<file path="config.mk">
export PLATFORM = sky130hd
export DESIGN_NAME = bcd_to_bin
export DESIGN_NICKNAME = d
export VERILOG_FILES = /design/src/rtl/bcd_to_bin.sv
export SDC_FILE = /design/constraint.sdc
export NUM_CORES = 1
export LEC_CHECK = 0
export CAP_MARGIN = 20
export CORE_AREA = 2 2 60 76
export CTS_CLUSTER_SIZE = 10
export DETAILED_ROUTE_END_ITERATION = 7
export DIE_AREA = 0 0 62 78
export PLACE_DENSITY = 0.65
export SYNTH_ARGS = -nofsm -noshare
export SYNTH_HDL_FRONTEND = slang
export SYNTH_SLANG_ARGS = --single-unit
export TNS_END_PERCENT = 30
</file>
<file path="constraint.sdc">
create_clock -name clk -period 3.9 [get_ports clk]
set_input_delay 0.585 -clock clk [delete_from_list [all_inputs] [get_ports clk]]
set_output_delay 0.585 -clock clk [all_outputs]
set_load 0.02 [all_outputs]
</file>
<file path="src/rtl/bcd_to_bin.sv">
// bcd_to_bin: converts a 3-digit BCD value (hundreds 0-3) to binary using
// reverse double dabble, one bit per clock over 9 SHIFT cycles.
// The outputs bin/busy/done/err are registered one cycle behind the state.
// Optional build macro: BCD_TO_BIN_SAT_EN.
//   When defined, legal results above 255 saturate to 8'hFF and set err.
//   When undefined, such results wrap modulo 256 and err stays 0.
module bcd_to_bin (
  input  logic       clk,
  input  logic       rst_n,
  input  logic       start,
  input  logic [1:0] hunds,
  input  logic [3:0] tens,
  input  logic [3:0] units,
  output logic [7:0] bin,
  output logic       busy,
  output logic       done,
  output logic       err
);

  localparam logic [1:0] IDLE  = 2'd0;
  localparam logic [1:0] SHIFT = 2'd1;
  localparam logic [1:0] DONE  = 2'd2;

  logic [1:0] state;
  logic [9:0] bcd;
  logic [8:0] result;
  logic [3:0] cnt;
  logic       bad;
  logic [9:0] bcd_next;
  logic [8:0] result_next;
  logic       bad_in;

  // A BCD digit of 8 or more after a right shift must lose 3 (16/2 - 10/2).
  function automatic logic [3:0] dabble(input logic [3:0] d);
    return (d >= 4'd8) ? (d - 4'd3) : d;
  endfunction

  // Map the 9-bit result to {err, bin}.
  function automatic logic [8:0] fold(input logic [8:0] r);
`ifdef BCD_TO_BIN_SAT_EN
    return r[8] ? {1'b1, 8'hFF} : {1'b0, r[7:0]};
`else
    return r & 9'h0FF;
`endif
  endfunction

  assign bad_in = (tens > 4'd9) || (units > 4'd9);

  // One reverse-double-dabble step: shift {bcd,result} right, then correct digits.
  always_comb begin
    bcd_next      = {1'b0, bcd[9:1]};
    bcd_next[7:4] = dabble(bcd_next[7:4]);
    bcd_next[3:0] = dabble(bcd_next[3:0]);
    result_next   = {bcd[0], result[8:1]};
  end

  // Control FSM and conversion datapath.
  always_ff @(posedge clk or negedge rst_n) begin
    if (!rst_n) begin
      state  <= IDLE;
      bcd    <= '0;
      result <= '0;
      cnt    <= '0;
      bad    <= 1'b0;
    end else begin
      case (state)
        IDLE: begin
          if (start) begin
            bcd    <= {hunds, tens, units};
            result <= '0;
            cnt    <= '0;
            bad    <= bad_in;
            state  <= bad_in ? DONE : SHIFT;
          end
        end
        SHIFT: begin
          bcd    <= bcd_next;
          result <= result_next;
          cnt    <= cnt + 4'd1;
          if (cnt == 4'd8) state <= DONE;
        end
        DONE: begin
          state <= IDLE;
        end
        default: begin
          state <= IDLE;
        end
      endcase
    end
  end

  // Registered outputs; bin/err load when the result is final and hold in IDLE.
  always_ff @(posedge clk or negedge rst_n) begin
    if (!rst_n) begin
      bin  <= '0;
      busy <= 1'b0;
      done <= 1'b0;
      err  <= 1'b0;
    end else begin
      busy <= (state != IDLE);
      done <= (state == DONE);
      if (state == IDLE && start) begin
        err <= 1'b0;
      end else if (state == DONE) begin
        if (bad) begin
          err <= 1'b1;
          bin <= 8'h00;
        end else begin
          {err, bin} <= fold(result);
        end
      end
    end
  end

endmodule

</file>
# Word-level counts from Yosys, hierarchy flattened
# Cells that the tools add are included.
dict set report totals {
  reg_bits 37
  out_inout_bits 11
  wordCells 48
}
dict set report classes {
  muxes 16
  n_eq_ne 5
  n_reduce_logical 10
  n_addsub 3
  n_bitwise 1
  order_cmp 4
}
# op n
set op_table {}
lappend op_table {{$pmux W10 S2} 1}
lappend op_table {{$pmux W9 S2} 1}
lappend op_table {{$mux W4} 3}
lappend op_table {{$mux W10} 1}
lappend op_table {{$mux W9} 1}
lappend op_table {{$ge A4 B4 Y1 const B} 2}
lappend op_table {{$gt A4 B4 Y1 const B} 2}
lappend op_table {{$mux W8} 1}
lappend op_table {{$pmux W4 S2} 1}
lappend op_table {{$reduce_and A2 Y1} 4}
lappend op_table {{$sub A4 B2 Y4 const B} 2}
lappend op_table {{$mux W2} 3}
lappend op_table {{$reduce_bool A2 Y1} 3}
lappend op_table {{$add A4 B1 Y4 const B} 1}
lappend op_table {{$eq A4 B4 Y1 const B} 1}
lappend op_table {{$ne A2 B2 Y1 const B} 2}
lappend op_table {{$pmux W2 S2} 1}
lappend op_table {{$mux W1} 3}
lappend op_table {{$eq A2 B1 Y1 const B} 1}
lappend op_table {{$eq A2 B2 Y1 const B} 1}
lappend op_table {{$logic_not A2 Y1} 1}
lappend op_table {{$logic_and A1 B1 Y1} 1}
lappend op_table {{$logic_or A1 B1 Y1} 1}
lappend op_table {{$not A1 Y1} 1}

# Logic depth before layout (Yosys ltp)
dict set report depth {
  depth_word 5
  mapped_depth 6
  mapped_depth_nobuf 5
}

# Least setup slack after synthesis
# Ideal clock, no wire load.
dict set report synth_path {
  kind {input to register}
  startpoint {in start}
  endpoint {reg result[1]}
  n_path_buf 1
  setup_slack_ps 2564
  setup_time_ps 117
  t_arrival_ps 1219
  stages 4
  path_cell_list {or3b_4 > buf_6 > nand3_1 > nand2_1}
}
dict set report synth_between {
  elab_chain_len 2
}
# item line_no
set synth_lines {}
lappend synth_lines {{start: declaration} 10} ;# input logic start,
lappend synth_lines {{$ne A2 B2 Y1 (no source line)} -}
lappend synth_lines {{$reduce_and A2 Y1 (no source line)} -}
lappend synth_lines {{end signal: assignment} 78} ;# result <= result_next;
lappend synth_lines {{end: declaration} 26} ;# logic [8:0] result;
# Every way passes these cells.
# A chain may end at the register's enable or synchronous reset.

# Worst setup path after layout
dict set report layout_path {
  startpoint {in start}
  endpoint {reg err}
}
dict set report layout_between {
  elab_chain_len 2
  word_cells_on_any_way 3
}
# item line_no
set layout_lines {}
lappend layout_lines {{$logic_and A1 B1 Y1 (*)} 102} ;# if (state == IDLE && start) begin
lappend layout_lines {{$mux W1 / $reduce_bool A2 Y1 (equally long branches)} -}
lappend layout_lines {{end signal: assignment} 109} ;# {err, bin} <= fold(result);
lappend layout_lines {{end: declaration} 17} ;# output logic err
# Every way passes the cells marked *; elsewhere a longest branch is shown, timed or not.

==> metrics.txt <==
status finished clean; GRT Overall Usage 0.171; Area contributors post-synth dfrtp_1, nand2_1, ha_1; Ports 24; adder-cell share of the synthesized area 0.0420; Clk pin slew, worst setup/hold paths 70 ps; GRT Max-Usage Layer met2; commonest non-fill, non-tap cell in the layout nand2_1; slowest stage cell on the critical path clkdlybuf4s50_1; top cell family by delay on the critical path buffers and inverters; crit-path max cell delay 810 ps; GRT overflow 0; post-synth top area share 0.519; RSZ-0062 raised after global routing no; register bit total from synthesis 37; DRC 0; CTS Buffer Depth 2; WS Path Type input pin to register; via count 1391; Core Area 4070 um^2; cts repair resizes 0; post-synthesis xor/xnor area fraction 0.0196; Req. time, crit path 4050 ps; initial antenna violation count 0; Starting Density 0.439; Root Driver clkbuf_8; Area after DPL 2030 um^2; pwr/cell area 744 nW/um^2; PortBufs 23; layout cell share with drive strength beyond 1 0.0577; CTS sink cnt 37; clock share of power 0.215; DRT Wirelength 3560 um; die span in x 62 um; fin crit share 0.513; largest net degree at the start of global routing 38; met2 GRT Util 0.276; total design power 1.60 mW; Compound-Gate Fraction of Synth Area 0.158; worst vdd ir 0.472 mV; largest family of logic cells by synthesized area simple AND/OR/NAND/NOR gates; Placed Cells 256; leak pwr 0.971 nW; post-DR wirelength/cell 13.5 um; Post-CTS Setup Bufs 0; Power Internal 0.998 mW; hpwl dp 2470 um; antenna cells 0; post-synthesis simple-gate area fraction 0.184; Die Area 4840 um^2; final non-filler cell total 264; Max-slew headroom 0.419; Post-Synthesis Cell Area 1790 um^2; buffers plus inverters on the worst setup path 1; clk_skew 1.59 ps; first-pass GRT wire length 6180 um; setup TNS 0 ps; Yosys cell types 38; Die Ht 78 um; met3 Use GR 0.0517; WP data arrival 2150 ps; Worst setup EP type register; GP Congestion 0.892; H-Tree Level Count 2; # rows 26; switch share 0.375; Avg Cell Area, Syn 9.55 um^2; Avg Vias per Cell 5.27; Worst setup SP type input pin; final antenna-violating net count 0; worst min-delay path class register to register; vias in the first global route 1398; Sequential Power Share 0.425; hold_ws 474 ps; post-synth net total 206; sequential area share after synthesis 0.519; Fin. Hold Viols 0; GR Util met1 0.200; Clock Latency Late Sink 290 ps; Num CTS Buffers 5; YS warnings 0; Setup-failing EPs final 0; drt first pass iters 4; initial DRC count 53; final instance area 2150 um^2; # Max-Cap Violations 0; post-synth top area cell dfrtp_1; fmax 500 MHz; Slew Viols, Final 0; Worst Max-Slew Pin Slew 870 ps; fin crit period 2000 ps; Max FO, Critical Path 17; CP Cell Sequence clkdlybuf4s50_1, or3b_4, nand3_1, o21ai_0; most frequent cells in the layout nand2_1, dfrtp_1, clkdlybuf4s50_1, o21ai_0, nand3_1; area delta synth->final 20.3%; Logic pwr share 0.360; mux contribution to synthesized area 0.0175; nets 226; CTS tree built; hold buffer count at CTS 0; Post-Syn Instances 187; switching pwr 0.600 mW
==> metal layers <==
layer	part of all wire	wire, um	vias to the layer above
li1	-	-	680
met1	0.43	1520	663
met2	0.51	1800	40
met3	0.044	158	8
met4	0.020	72	0
met5	0	0	-
==> final timing paths <==
path                            startpoint         to  slack, ps  cells past startpoint
worst min register to register   result[8]  result[7]        470                      2
worst min-delay path             result[8]  result[7]        470                      2
min in group asynchronous            rst_n     cnt[0]        720                      2
max in group asynchronous            rst_n     bin[3]       2850                      2
worst max register to register    state[0]     cnt[3]       1940                      3
worst max-delay path                 start        err       1900                      4
==> synth_stat cells <==
master and n:
a211oi_1 1, a21o_1 1, a21oi_1 8, a22o_1 1, a2bb2oi_1 2, a31oi_1 2, a32oi_1 1, and2_0 1
and2b_1 1, buf_2 8, buf_6 2, clkbuf_1 1, clkinv_1 1, dfrtp_1 37, ha_1 6, inv_1 10
mux2_2 1, mux2i_1 2, nand2_1 38, nand2b_1 3, nand3_1 13, nand3b_1 2, nand4_1 1, nor2_1 4
nor2b_1 3, nor3b_1 2, o21ai_0 14, o21ai_1 1, o21bai_1 1, o221ai_1 1, o22a_1 2, o22ai_1 8
o22ai_2 1, o31ai_1 1, or2b_1 1, or3b_4 1, xnor2_1 2, xor2_1 2
==> kinds of logic (layout without fill, tap and decap cells) <==
kind of cell / count (synthesis) / in the layout
XOR/XNOR: 4 / 4
AND/OR/NAND/NOR: 70 / 70
adder cells (fa/ha/maj): 6 / 6
AO/OA/AOI/OAI: 45 / 45
buffers and inverters: 22 / 43
flip-flops: 37 / 37
multiplexers: 3 / 3
==> flip-flops by register name, summed over array words and instances (netlist names) <==
name / flops
bad: 1
bcd: 10
bin: 8
busy: 1
cnt: 4
done: 1
err: 1
result: 9
state: 2
==> worst register-to-register path: stages, from the launching register on <==
cell and delay (ps):
dfrtp_1 720, nor2b_1 780, nand4_1 200, mux2i_1 150
==> power by group through the flow <==
stage	Clock [mW]	Combinational [mW]	Sequential [mW]
after floorplan	0	0.436	0.659
after global placement	0	0.560	0.676
after detailed placement	0	0.581	0.686
after CTS	0.352	0.585	0.677
after global routing	0.371	0.654	0.703
final	0.344	0.575	0.680
==> metrics by stage <==
step	worst slack (ps)	util
3_5_place_dp	1610	0.498
2_1_floorplan	2560	-
5_1_grt	1740	0.528
4_1_cts	1900	0.528
6_report	1900	0.528
3_3_place_gp	1650	0.498
==> cell type report <==
cell class                 count  area [um^2]
inverter                      11         41.3
tap                           56         70.1
timing repair buffer          24          238
fill                         375         1920
clock buffer                   6         82.6
multi-input combinational    128          752
clock inverter                 2         37.5
sequential                    37          926
Note: power is estimated with default switching activity, not from simulation.
